$ cat config.mk
export PLATFORM = sky130hd
export DESIGN_NAME = pio_irq_servicer_flat
export DESIGN_NICKNAME = d
export VERILOG_FILES = /design/src/rtl/pio_irq_servicer_if.sv /design/src/rtl/pio_irq_servicer.sv /design/src/flat_wrapper.sv
export SDC_FILE = /design/constraint.sdc
export NUM_CORES = 1
export LEC_CHECK = 0
export CAP_MARGIN = 20
export CORE_ASPECT_RATIO = 0.9
export CORE_MARGIN = 4
export CORE_UTILIZATION = 38
export DETAILED_ROUTE_END_ITERATION = 6
export PLACE_DENSITY = 0.79
export SETUP_SLACK_MARGIN = 0.02
export SLEW_MARGIN = 20
export SYNTH_ARGS = -nofsm -noshare
export SYNTH_HDL_FRONTEND = slang
export SYNTH_SLANG_ARGS = --single-unit
$ cat constraint.sdc
create_clock -name clk -period 1.9 [get_ports clk]
set_input_delay 0.19 -clock clk [delete_from_list [all_inputs] [get_ports clk]]
set_output_delay 0.19 -clock clk [all_outputs]
set_load 0.01 [all_outputs]
$ cat src/rtl/pio_irq_servicer_if.sv
// Bus bundle between the IRQ servicer, the edge-capture PIO slave port and
// the downstream event consumer.
interface pio_irq_servicer_if #(
  parameter int WIDTH = 2
);
  logic [1:0]       avm_address;
  logic             avm_chipselect;
  logic             avm_write_n;
  logic [31:0]      avm_writedata;
  logic [31:0]      avm_readdata;
  logic             evt_valid;
  logic [WIDTH-1:0] evt_data;
  logic             evt_ready;

  modport master (
    output avm_address, avm_chipselect, avm_write_n, avm_writedata,
    input  avm_readdata,
    output evt_valid, evt_data,
    input  evt_ready
  );

  modport slave (
    input  avm_address, avm_chipselect, avm_write_n, avm_writedata,
    output avm_readdata,
    input  evt_valid, evt_data,
    output evt_ready
  );
endinterface

$ cat src/rtl/pio_irq_servicer.sv
// Avalon-MM master that programs an edge-capture PIO's irq_mask, services its
// interrupt by reading and clearing edge_capture, and hands the captured bits
// to a consumer over a valid/ready handshake.
module pio_irq_servicer #(
  parameter int               WIDTH     = 2,
  parameter logic [WIDTH-1:0] INIT_MASK = 2'b11,
  parameter int               HOLDOFF   = 4
) (
  input  logic                 clk,
  input  logic                 reset_n,
  pio_irq_servicer_if.master   bus,
  input  logic                 pio_irq,
  input  logic [WIDTH-1:0]     mask_value,
  input  logic                 mask_update,
  output logic                 evt_overflow,
  output logic [15:0]          evt_count
);

  localparam logic [1:0] ADDR_MASK = 2'd2;
  localparam logic [1:0] ADDR_EDGE = 2'd3;
  localparam int         HW        = (HOLDOFF > 0) ? $clog2(HOLDOFF + 1) : 1;

  typedef enum logic [2:0] {
    ST_INIT,
    ST_IDLE,
    ST_MASK,
    ST_RD_ADDR,
    ST_RD_WAIT,
    ST_CLR
  } state_t;

  state_t           state, state_next;
  logic             mask_pending;
  logic [WIDTH-1:0] mask_latched;
  logic [HW-1:0]    holdoff_cnt;
  logic [WIDTH-1:0] cap;
  logic             evt_valid_q;
  logic [WIDTH-1:0] evt_data_q;

  assign bus.evt_valid = evt_valid_q;
  assign bus.evt_data  = evt_data_q;

  // State register; reset parks the sequencer in INIT so the mask is rewritten.
  always_ff @(posedge clk or negedge reset_n) begin
    if (!reset_n) state <= ST_INIT;
    else          state <= state_next;
  end

  // Next-state: a pending mask rewrite beats IRQ service, and IRQs wait out the holdoff.
  always_comb begin
    state_next = state;
    case (state)
      ST_INIT:    state_next = ST_IDLE;
      ST_IDLE: begin
        if (mask_pending)                        state_next = ST_MASK;
        else if (pio_irq && (holdoff_cnt == '0)) state_next = ST_RD_ADDR;
      end
      ST_MASK:    state_next = ST_IDLE;
      ST_RD_ADDR: state_next = ST_RD_WAIT;
      ST_RD_WAIT: state_next = ST_CLR;
      ST_CLR:     state_next = ST_IDLE;
      default:    state_next = ST_INIT;
    endcase
  end

  // Bus decode from state; forced idle while reset is held so the bus goes quiet at once.
  always_comb begin
    bus.avm_address    = 2'd0;
    bus.avm_chipselect = 1'b0;
    bus.avm_write_n    = 1'b1;
    bus.avm_writedata  = 32'd0;
    if (reset_n) begin
      case (state)
        ST_INIT: begin
          bus.avm_address    = ADDR_MASK;
          bus.avm_chipselect = 1'b1;
          bus.avm_write_n    = 1'b0;
          bus.avm_writedata  = 32'(INIT_MASK);
        end
        ST_MASK: begin
          bus.avm_address    = ADDR_MASK;
          bus.avm_chipselect = 1'b1;
          bus.avm_write_n    = 1'b0;
          bus.avm_writedata  = 32'(mask_latched);
        end
        ST_RD_ADDR: begin
          bus.avm_address    = ADDR_EDGE;
          bus.avm_chipselect = 1'b1;
        end
        ST_RD_WAIT: begin
          bus.avm_address    = ADDR_EDGE;
        end
        ST_CLR: begin
          bus.avm_address    = ADDR_EDGE;
          bus.avm_chipselect = 1'b1;
          bus.avm_write_n    = 1'b0;
        end
        default: begin
          bus.avm_address    = 2'd0;
        end
      endcase
    end
  end

  // Mask request latch; a fresh pulse wins over the MASK-state clear so it is never lost.
  always_ff @(posedge clk or negedge reset_n) begin
    if (!reset_n) begin
      mask_pending <= 1'b0;
      mask_latched <= '0;
    end else if (mask_update) begin
      mask_pending <= 1'b1;
      mask_latched <= mask_value;
    end else if (state == ST_MASK) begin
      mask_pending <= 1'b0;
    end
  end

  // Holdoff counter: reloaded by every clear, counts down only while idle.
  always_ff @(posedge clk or negedge reset_n) begin
    if (!reset_n)                                   holdoff_cnt <= '0;
    else if (state == ST_CLR)                       holdoff_cnt <= HW'(HOLDOFF);
    else if (state == ST_IDLE && holdoff_cnt != '0) holdoff_cnt <= holdoff_cnt - 1'b1;
  end

  // Capture the registered edge_capture readback in the cycle after the read address.
  always_ff @(posedge clk or negedge reset_n) begin
    if (!reset_n)                 cap <= '0;
    else if (state == ST_RD_WAIT) cap <= bus.avm_readdata[WIDTH-1:0];
  end

  // Event delivery: fresh load when the slot is empty or being accepted, OR-merge otherwise.
  always_ff @(posedge clk or negedge reset_n) begin
    if (!reset_n) begin
      evt_valid_q  <= 1'b0;
      evt_data_q   <= '0;
      evt_overflow <= 1'b0;
      evt_count    <= 16'd0;
    end else begin
      if (evt_valid_q && bus.evt_ready) evt_valid_q <= 1'b0;
      if (state == ST_CLR && cap != '0) begin
        if (!evt_valid_q || bus.evt_ready) begin
          evt_data_q  <= cap;
          evt_valid_q <= 1'b1;
        end else begin
          evt_data_q   <= evt_data_q | cap;
          evt_overflow <= 1'b1;
        end
        if (evt_count != 16'hFFFF) evt_count <= evt_count + 16'd1;
      end
    end
  end

endmodule

$ cat src/flat_wrapper.sv
// flat-port wrapper written by rule: the top's interface ports become plain ports
module pio_irq_servicer_flat 
#(
  parameter int               WIDTH     = 2,
  parameter logic [WIDTH-1:0] INIT_MASK = 2'b11,
  parameter int               HOLDOFF   = 4
)
  (clk, reset_n, pio_irq, mask_value, mask_update, evt_overflow, evt_count, bus_avm_address, bus_avm_chipselect, bus_avm_write_n, bus_avm_writedata, bus_avm_readdata, bus_evt_valid, bus_evt_data, bus_evt_ready);
  pio_irq_servicer_if #(.WIDTH(WIDTH)) bus_i ();
  input  logic clk;
  input  logic reset_n;
  input  logic pio_irq;
  input  logic [WIDTH-1:0] mask_value;
  input  logic mask_update;
  output logic evt_overflow;
  output logic [15:0] evt_count;
  output wire logic [$bits(bus_i.avm_address)-1:0] bus_avm_address;
  output wire logic [$bits(bus_i.avm_chipselect)-1:0] bus_avm_chipselect;
  output wire logic [$bits(bus_i.avm_write_n)-1:0] bus_avm_write_n;
  output wire logic [$bits(bus_i.avm_writedata)-1:0] bus_avm_writedata;
  input wire logic [$bits(bus_i.avm_readdata)-1:0] bus_avm_readdata;
  output wire logic [$bits(bus_i.evt_valid)-1:0] bus_evt_valid;
  output wire logic [$bits(bus_i.evt_data)-1:0] bus_evt_data;
  input wire logic [$bits(bus_i.evt_ready)-1:0] bus_evt_ready;
  assign bus_avm_address = bus_i.avm_address;
  assign bus_avm_chipselect = bus_i.avm_chipselect;
  assign bus_avm_write_n = bus_i.avm_write_n;
  assign bus_avm_writedata = bus_i.avm_writedata;
  assign bus_i.avm_readdata = bus_avm_readdata;
  assign bus_evt_valid = bus_i.evt_valid;
  assign bus_evt_data = bus_i.evt_data;
  assign bus_i.evt_ready = bus_evt_ready;
  pio_irq_servicer #(.WIDTH(WIDTH), .INIT_MASK(INIT_MASK), .HOLDOFF(HOLDOFF)) u_core (.clk(clk), .reset_n(reset_n), .bus(bus_i), .pio_irq(pio_irq), .mask_value(mask_value), .mask_update(mask_update), .evt_overflow(evt_overflow), .evt_count(evt_count));
endmodule
==> flow_summary_export.csv <==
group,metric,value,unit
outcome,outcome,"finished, final reports clean",
clocking,root_buffer,"clkbuf_8",
clocking,cts_setup_buffers,0,
worst_setup_path,crit_fanout,4,
layout,multi_input_area,818.3,um^2
layout,seqCellArea,779.5,um^2
floorplanning,chipWidth,79.54,um
yosys,synth_top_cell_by_area,"dfrtp_1",
clocking,cts_sinks,31,
layout,insertedDiodeCount,0,
layout,final_core_util,49.71,%
placement,gp_congestion,0.7944,
worst_setup_path,cp-end-kind,"flip-flop",
floorplanning,dieArea,0.005758,mm^2
layout,syn2layout_area_growth,26.66,%
placement,dpl.hpwl,2.721,mm
route,wl_per_cell,12.37,um
worst_setup_path,required,2.06,ns
route,drc,0,
global_route,grt_max_degree,20,
route,routed_wl,3.525,mm
timing,hold_violations,0,
worst_setup_path,worst_ep_arrival_time,1.89,ns
placement,place.port_buffers,34,
timing,setup_viol,0,
placement,place_ws,-0.002302,ns
route,via_per_inst,4.618,
layout,stdcell_count,285,
yosys,seq_area_frac_synth,44.32,%
timing,grt_setup_unrepaired,"no",
global_route,grt_use_met1,16.99,%
yosys,synth_top_cell_area_share,44.32,%
floorplanning,initial_core_util,39.24,%
worst_setup_path,crit_type,"flip-flop to flip-flop",
route,vias,1316,
clocking,clk_pin_slew,0.06,ns
clocking,cts_tree,"yes",
timing,skew,0.005835,ns
min_path,min_path_type,"input pin to asynchronous set/reset pin",
global_route,grt_pass1_wl,5.775,mm
global_route,grt_antenna_before_repair,0,
layout,fin_nets,264,
timing,slew_viol_final,0,
yosys,synthesis.area,0.001750,mm^2
timing,fmax,576.3,MHz
global_route,first_global_vias,1227,
power_and_ir_drop,peakVddDrop,0.0007139,V
clocking,clock_latency,0.28,ns
yosys,synthCells,175,
yosys,yosys_warnings,0,
floorplanning,io_pins,95,
timing,setup_ws,0.1648,ns
clocking,cts_buffer_depth,2,
layout,fillers,408,
flow_run,drv_cap,0,
floorplanning,row_count,23,
clocking,h-tree-depth,2,
power_and_ir_drop,power.density,1132,mW/mm^2
power_and_ir_drop,leakagePower,1.032,nW
timing,finalCritPeriodShare,91.33,%
yosys,ys_types,38,
global_route,use_met2,20.39,%
route,postRouteAntennaNets,0,
route,first_iter_violations,51,
global_route,met3_usage,4.591,%
worst_setup_path,worstSetupStartpoint,"u_core.evt_count[0]$_DFFE_PN0P_",
yosys,ys_ff_latch,31,
global_route,overflow,0,
floorplanning,coreArea,0.004461,mm^2
timing,fin_crit,1.735,ns
route,dr.pass1.iters,4,
global_route,grt-busiest-layer,"met2",
timing,holdWs,0.1697,ns
layout,drive_above_1_share,16.14,%
clocking,numCtsBuffers,5,
worst_setup_path,startpoint_type,"flip-flop",
global_route,grt_use_total,12.93,%
yosys,netlist_top_cells_area,"dfrtp_1 44%, buf_4 13%, xnor2_1 6.5%",
worst_setup_path,timing.rr.start,"u_core.evt_count[0]$_DFFE_PN0P_",
floorplanning,die_y,72.39,um
worst_setup_path,reg2reg_slack,0.16,ns
placement,dpl.cell_count,277,
yosys,synth.avg_cell_area,10.00,um^2
==> cell type report <==
| class | count | area share [%] |
|---|---|---|
| Inverter | 7 | 1.185 |
| Multi-Input combinational cell | 133 | 36.91 |
| Tap cell | 62 | 3.499 |
| Timing Repair Buffer | 44 | 18.74 |
| Sequential cell | 31 | 35.16 |
| Clock buffer | 8 | 4.515 |
==> repair_timing <==
| action | in CTS | in global routing |
|---|---|---|
| endpoints found under the setup margin | 6 | 2 |
| endpoints found under the hold margin | 0 | 0 |
| pin swaps | 0 | 0 |
| hold buffers | 0 | 0 |
| gates resized for setup | 11 | 3 |
==> layer usage <==
layer / vias up / share of wire (%)
met5: - / 0
met4: 0 / 0.68
met3: 4 / 5.4
met2: 38 / 48
met1: 636 / 46
li1: 638 / -
==> cell usage after synthesis <==
master,count
conb_1,1
buf_6,2
ha_1,3
xor2_1,1
and3_1,3
and4_4,1
or3_1,1
mux2_4,1
nand2_1,12
nor3_1,1
nand4_1,6
and2_4,1
nor4_1,1
o2111ai_1,1
nor4_2,1
a31oi_1,1
o21ai_0,10
mux2_2,2
a22o_1,2
nand3b_1,1
a21o_1,2
inv_1,7
or2_2,2
clkbuf_1,1
and4bb_2,1
nand4_4,1
nand2b_1,3
dfrtp_1,31
buf_4,30
or4b_1,1
nand3_1,7
and4_1,2
nor2b_1,3
a21oi_1,8
nor2_1,8
and3_2,2
a21boi_0,1
xnor2_1,13
==> logic make-up after synthesis <==
kind of cell | share of synthesized area [%]
AND/OR/NAND/NOR | 20.01
buffers and inverters | 15.87
flip-flops | 44.32
AO/OA/AOI/OAI | 8.292
XOR/XNOR | 7.005
adder cells (fa/ha/maj) | 2.145
multiplexers | 2.144
other | 0.2142
==> power breakdown <==
group	switching (mW)	internal [mW]
Sequential	0.172	0.830
Clock	0.238	0.330
Combinational	0.449	0.492
==> state kept, by name, summed over array words and instances, names as in the netlist <==
register,flops
u_core.mask_pending,1
u_core.holdoff_cnt,3
u_core.bus.evt_valid,1
u_core.cap,2
u_core.state,3
u_core.evt_count,16
u_core.bus.evt_data,2
u_core.evt_overflow,1
u_core.mask_latched,2
==> layout by cell type (no fill, tap or decap), drive strengths merged <==
cell,n
a21boi,1
a21o,2
a21oi,8
a22o,2
a31oi,1
and2,1
and3,5
and4,3
and4bb,1
buf,10
clkbuf,8
clkdlybuf4s50,28
conb,30
dfrtp,31
dlygate4sd2,4
dlymetal6s2s,2
ha,3
inv,7
mux2,3
nand2,12
nand2b,3
nand3,7
nand3b,1
nand4,7
nor2,8
nor2b,3
nor3,1
nor4,2
o2111ai,1
o21ai,10
or2,2
or3,1
or4b,1
xnor2,13
xor2,1
==> final timing paths <==
| path | to | cells past startpoint |
|---|---|---|
| worst max-delay path | u_core.evt_count[3]$_DFFE_PN0P_ | 5 |
| worst min-delay path | u_core.state[0]$_DFFE_PN0P_ | 1 |
| worst max register to register | u_core.evt_count[3]$_DFFE_PN0P_ | 5 |
| worst min register to register | u_core.evt_overflow$_DFFE_PN0P_ | 1 |
| max in group asynchronous | u_core.evt_overflow$_DFFE_PN0P_ | 2 |
| min in group clk | u_core.evt_overflow$_DFFE_PN0P_ | 1 |
==> worst max-delay path: stages (launching register included) <==
cell	delay (ns)
dfrtp_1	0.41
ha_1	0.23
and3_1	0.24
nand4_4	0.14
or4b_1	0.46
xnor2_1	0.14
==> metrics by stage <==
step,cell area (um^2),total power [mW],TNS (ns)
after detailed placement,2101,1.938,-0.003253
after global routing,2217,2.701,0
final,2217,2.510,0
after floorplan,1859,1.567,0
after CTS,2211,2.526,0
after global placement,2101,1.910,-0.02148
No activity file was read; power rests on OpenSTA's default activity.
==> variant 1: new RTL, same flow settings <==
Register the output `evt_count` once more, without a reset; this adds one clock of latency there. The other outputs are not delayed to match.
--- a/src/rtl/pio_irq_servicer.sv
+++ b/src/rtl/pio_irq_servicer.sv
@@ -30,2 +30,4 @@
   } state_t;
+
+  logic [15:0] evt_count_s0;
 
@@ -136,3 +138,3 @@
       evt_overflow <= 1'b0;
-      evt_count    <= 16'd0;
+      evt_count_s0 <= 16'd0;
     end else begin
@@ -147,3 +149,3 @@
         end
-        if (evt_count != 16'hFFFF) evt_count <= evt_count + 16'd1;
+        if (evt_count_s0 != 16'hFFFF) evt_count_s0 <= evt_count_s0 + 16'd1;
       end
@@ -152,2 +154,6 @@
 
+  always_ff @(posedge clk) begin
+    evt_count <= evt_count_s0;
+  end
+
 endmodule
Function: changed (a bounded check fails within 10 cycles, from zero or initial values and one cycle with reset_n low).
==> variant 1 against the original RTL <==
Design area increased by 17%; routed wire length is 7.6% higher; setup slack got worse by 0.074 ns; sequential cell count increased by 16; sequential power rose by 33%; power is 17% higher; synthesized area up 19%; critical path depth shrank 1; highest routed layer unchanged.
==> variant 1: results (changes against the original RTL) <==
clock_tree:
  numCtsBuffers: 5  # unchanged
  cts_resized: 8  # was 11
  clk_pin_slew_worst_paths_ns: 0.08  # was 0.06 ns
  post_cts_buffers: 0  # unchanged
  insertion_delay_ns: 0.31  # was 0.28 ns
global_route:
  grt_util_met3_pct: 3.778  # was 4.591%
  grt_pass1_wl_mm: 6.672  # was 5.775 mm
  met2_usage_pct: 19.65  # was 20.39%
  met1_usage_pct: 15.59  # was 16.99%
  grt.total_usage_pct: 12.46  # was 12.93%
setup_path:
  r2r_start: "u_core.cap[0]"  # was u_core.evt_count[0]
  r2r_end: "u_core.evt_count_s0[1]"  # was u_core.evt_count[3]
  reg2reg_depth: 4  # was 5
  critical_path.max_stage_delay_ns: 0.40  # was 0.46 ns
  ff2ff_setup_slack_ns: 0.18  # was 0.16 ns
  crit_end: "bus_avm_address[1]"  # was u_core.evt_count[3]
  crit_start: "u_core.state[1]"  # was u_core.evt_count[0]
  crit_path_top_delay_cell: "dfrtp_1"  # was or4b_1
  arrival_ns: 1.62  # was 1.89 ns
logic_synthesis:
  yosys-top-cells-count: "dfrtp_1 (31), buf_4 (30), dfxtp_1 (16)"  # was dfrtp_1 (31), buf_4 (30), xnor2_1 (13)
  synth_area_leaders: "dfrtp_1 (37%), dfxtp_1 (15%), buf_4 (11%)"  # was dfrtp_1 (44%), buf_4 (13%), xnor2_1 (6.5%)
  synth-compound-area-share_pct: 6.766  # was 8.292%
  synthAdderAreaFrac_pct: 1.796  # was 2.144%
  ys_types: 46  # was 38
  ys_seq_area_share_pct: 52.46  # was 44.32%
  synthXorXnorAreaFrac_pct: 5.449  # was 7.005%
  async_flop_share_pct: 65.96  # was 100.0%
  muxShareOfSynthArea_pct: 1.796  # was 2.144%
detailed_routing:
  wl_mm: 3.792  # was 3.525 mm
  wl_met2_mm: 1.722  # was 1.701 mm
  drt_iter0_markers: 37  # was 51
  wl_met1_mm: 1.679  # was 1.606 mm
  dr_wl_met3_microns: 301  # was 191 microns
  via_count: 1453  # was 1316
pwr:
  irDropWorstVdd_mv: 0.7044  # was 0.7139 mV
  sequentialPowerShare_pct: 45.4  # was 39.9%
  p_leak_nw: 1.228  # was 1.032 nW
  fin_total_pwr_mw: 2.933  # was 2.510 mW
  intPower_mw: 1.967  # was 1.652 mW
  comb_cell_power_mw: 0.967  # was 0.940 mW
final_layout:
  n_fill_cell: 495  # was 408
  top_regs: "u_core.evt_count: 16 flops, u_core.evt_count_s0: 16 flops"  # was u_core.evt_count: 16 flops, u_core.holdoff_cnt: 3 flops, u_core.state: 3 flops
  nNetsFinal: 290  # was 264
  drive_gt1_share_pct: 14.86  # was 16.14%
sta:
  holdWs_ns: 0.1646  # was 0.1697 ns
  fin_skew_ns: 0.002686  # was 0.005835 ns
run_status:
  status: "finished, final reports clean"  # unchanged
place:
  dpl_cell_area_sq_mm: 0.002496  # was 0.002101 sq mm
  gp_congestion: 0.7864  # was 0.7944
  dp_hpwl_mm: 2.881  # was 2.721 mm
-- variant 1: changes by cell type after synthesis, sizes merged, moves of 3 or more --
cell,before,now
dfxtp,0,16
xnor2,13,4
xor2,1,9
nor3,1,5
nand3,7,2
nand2,12,15
-- variant 1: per-stage QoR --
step	utilization [%]	cells	worst slack [ns]
after global routing	49.04	316	0.02236
after global placement	47.22	308	0.07249
after floorplan	-	225	0.2341
after CTS	49.02	316	0.06185
after detailed placement	47.22	308	0.07976
final	49.04	316	0.09037
-- variant 1: final cells by class --
class                      instances  area, sq um  share of cell area [%]
multi-input combinational        139        843.3                   32.53
timing repair buffer              49        445.4                   17.18
tap                               67        83.83                   3.234
clock inverter                     2        16.27                  0.6274
sequential                        47         1099                   42.37
inverter                           6        22.52                  0.8687
clock buffer                       6        82.58                   3.185
==> variant 2: new RTL, same settings <==
Without the edit above. `HOLDOFF` is set to 4 in 2 places; all go to 8.
--- a/src/rtl/pio_irq_servicer.sv
+++ b/src/rtl/pio_irq_servicer.sv
@@ -6,3 +6,3 @@
   parameter logic [WIDTH-1:0] INIT_MASK = 2'b11,
-  parameter int               HOLDOFF   = 4
+  parameter int               HOLDOFF   = 8
 ) (
--- a/src/flat_wrapper.sv
+++ b/src/flat_wrapper.sv
@@ -5,3 +5,3 @@
   parameter logic [WIDTH-1:0] INIT_MASK = 2'b11,
-  parameter int               HOLDOFF   = 4
+  parameter int               HOLDOFF   = 8
 )
Behaviour: same outputs for any inputs over 10 cycles, from zero or initial values and one cycle with reset_n low; that may be too few to reach the edited logic, so the function may still have changed.
==> variant 2 against the original RTL <==
Design area rose by 4.9%; global-route usage fell by 0.72 points; power increased by 4.4%; non-clock buffer count grew 20; synthesized area fell by 2.0%; synthesized cell count increased by 0.57%; setup slack lost 0.073 ns; routed wire length down 4.4%; combinational power up 16%; clock skew fell by 0.00099 ns; sequential cell count is 1 higher; clock power down 6.3%; first-iteration DRC count fell by 2.0%.
==> variant 2: results (changes against the original RTL) <==
logic_synthesis:
  async_flop_share_pct: 100.0  # unchanged
  synth_edf_count: 0  # unchanged
  yosysWarnings: 0  # unchanged
  synth_area_leaders: "dfrtp_1 (47%), buf_4 (13%), xor2_1 (5.1%)"  # was dfrtp_1 (44%), buf_4 (13%), xnor2_1 (6.5%)
  yosys-top-cells-count: "dfrtp_1 (32), buf_4 (30), nand2_1 (19)"  # was dfrtp_1 (31), buf_4 (30), xnor2_1 (13)
  ys_seq_area_share_pct: 46.68  # was 44.32%
  ys_types: 31  # was 38
clock_tree:
  root_buffer: "clkbuf_8"  # unchanged
  htreeDepth: 2  # unchanged
  cts_buffer_depth: 2  # unchanged
  numCtsBuffers: 5  # unchanged
  insertion_delay_ns: 0.28  # about the same
  clk_pin_slew_worst_paths_ns: 0.06  # about the same
hold_path:
  min_path_type: "in2async"  # unchanged
setup_path:
  arrival_ns: 1.97  # was 1.89 ns
  critical_path.max_stage_delay_ns: 0.53  # was 0.46 ns
  worstPathMaxFanout: 8  # was 4
  crit_path_top_delay_cell: "or4_4"  # was or4b_1
  crit_family: "simple AND/OR/NAND/NOR gates"  # unchanged
global_route:
  grt.total_usage_pct: 12.21  # was 12.93%
  grt_max_degree: 28  # was 20
  grt_pass1_wl_mm: 5.520  # was 5.775 mm
  antenna_found_initial: 0  # unchanged
  first_global_vias: 1244  # was 1227
pwr:
  intPower_mw: 1.744  # was 1.652 mW
  p_leak_nw: 1.156  # was 1.032 nW
  irDropWorstVdd_mv: 0.6634  # was 0.7139 mV
detailed_routing:
  drtPass1Iterations: 4  # unchanged
  wl_mm: 3.369  # was 3.525 mm
  vias_per_cell: 4.403  # was 4.618
  drt_iter0_markers: 50  # was 51
place:
  dp_hpwl_mm: 2.634  # was 2.721 mm
  port_buffers: 34  # unchanged
  dpl_cell_area_sq_mm: 0.002211  # was 0.002101 sq mm
  gp_congestion: 0.8207  # was 0.7944
  pre_cts_ws_ns: -0.05633  # was -0.002302 ns
final_layout:
  num_antenna_cells: 0  # unchanged
  nNetsFinal: 286  # was 264
  top_regs: "u_core.evt_count: 16 flops, u_core.holdoff_cnt: 4 flops, u_core.state: 3 flops"  # was u_core.evt_count: 16 flops, u_core.holdoff_cnt: 3 flops, u_core.state: 3 flops
  drive_gt1_share_pct: 20.00  # was 16.14%
sta:
  fin_tns_setup_ns: 0  # unchanged
  fin_skew_ns: 0.004844  # was 0.005835 ns
run:
  cap_violations: 0  # unchanged
run_status:
  status: "finished, final reports clean"  # unchanged
## variant 2: kinds of logic (layout without fill, tap and decap cells)
family | count (synthesis) | after routing | share of synthesized area [%]
fa+ha+maj | 3 | 3 | 2.188
buf+inv | 38 | 78 | 15.39
flops | 32 | 32 | 46.68
xor+xnor | 17 | 17 | 8.680
compound gates | 19 | 19 | 6.346
other cells | 1 | 30 | 0.2186
mux | 3 | 3 | 2.188
simple gates | 63 | 63 | 18.31
## variant 2: path summary, 6_finish.rpt
path,startpoint,end,slack [ns],cells past startpoint
max,u_core.evt_count[0],u_core.evt_count[4],0.09,6
min,reset_n,u_core.state[0],0.34,2
max reg2reg,u_core.evt_count[0],u_core.evt_count[4],0.09,6
min reg2reg,u_core.evt_overflow,u_core.evt_overflow,0.49,1
max in group asynchronous,reset_n,u_core.bus.evt_data[1],1.17,2
min in group clk,mask_value[1],u_core.mask_latched[1],0.48,3
## variant 2: metrics by stage
| step | cells | power (mW) | hold slack, ns | utilization [%] |
|---|---|---|---|---|
| 2_1_floorplan | 205 | 1.603 | -0.1056 | - |
| 3_3_place_gp | 295 | 2.054 | 0.4825 | 52.50 |
| 3_5_place_dp | 295 | 2.085 | 0.4728 | 52.50 |
| 4_1_cts | 303 | 2.620 | 0.3362 | 54.72 |
| 5_1_grt | 305 | 2.824 | 0.3529 | 55.23 |
| 6_report | 305 | 2.621 | 0.3354 | 55.23 |
## variant 2: area by class of cell
cell class | count | area, sq um
fillers | 410 | 1886
flip-flops and latches | 32 | 802.0
multi-input cells | 135 | 775.7
repair buffers | 64 | 558.0
clock buffers | 6 | 82.58
well taps | 60 | 75.07
inverters | 6 | 22.52
clock inverters | 2 | 10.01
## variant 2: power groups by stage
stage,clock [mW],combinational (mW),sequential [mW]
after global routing,0.582,1.21,1.03
after floorplan,0,0.575,1.03
after detailed placement,0,1.07,1.01
after CTS,0.548,1.07,1.01
after global placement,0,1.05,1.01
final,0.532,1.09,1.00
## variant 2: repair_timing
item | CTS | global route
setup buffers | 0 | 2
setup endpoints to repair | 12 | 7
pin swaps | 0 | 1
resized for setup | 11 | 3
## variant 2: metal layers
| layer | part of all wire (%) | GRT usage, % | vias up | wire [microns] |
|---|---|---|---|---|
| met5 | 0 | 0 | - | 0 |
| met4 | 1.4 | 5.153 | 0 | 47 |
| met3 | 7.0 | 4.271 | 6 | 235 |
| met2 | 47 | 18.66 | 47 | 1597 |
| met1 | 44 | 15.75 | 624 | 1489 |
| li1 | - | - | 666 | - |
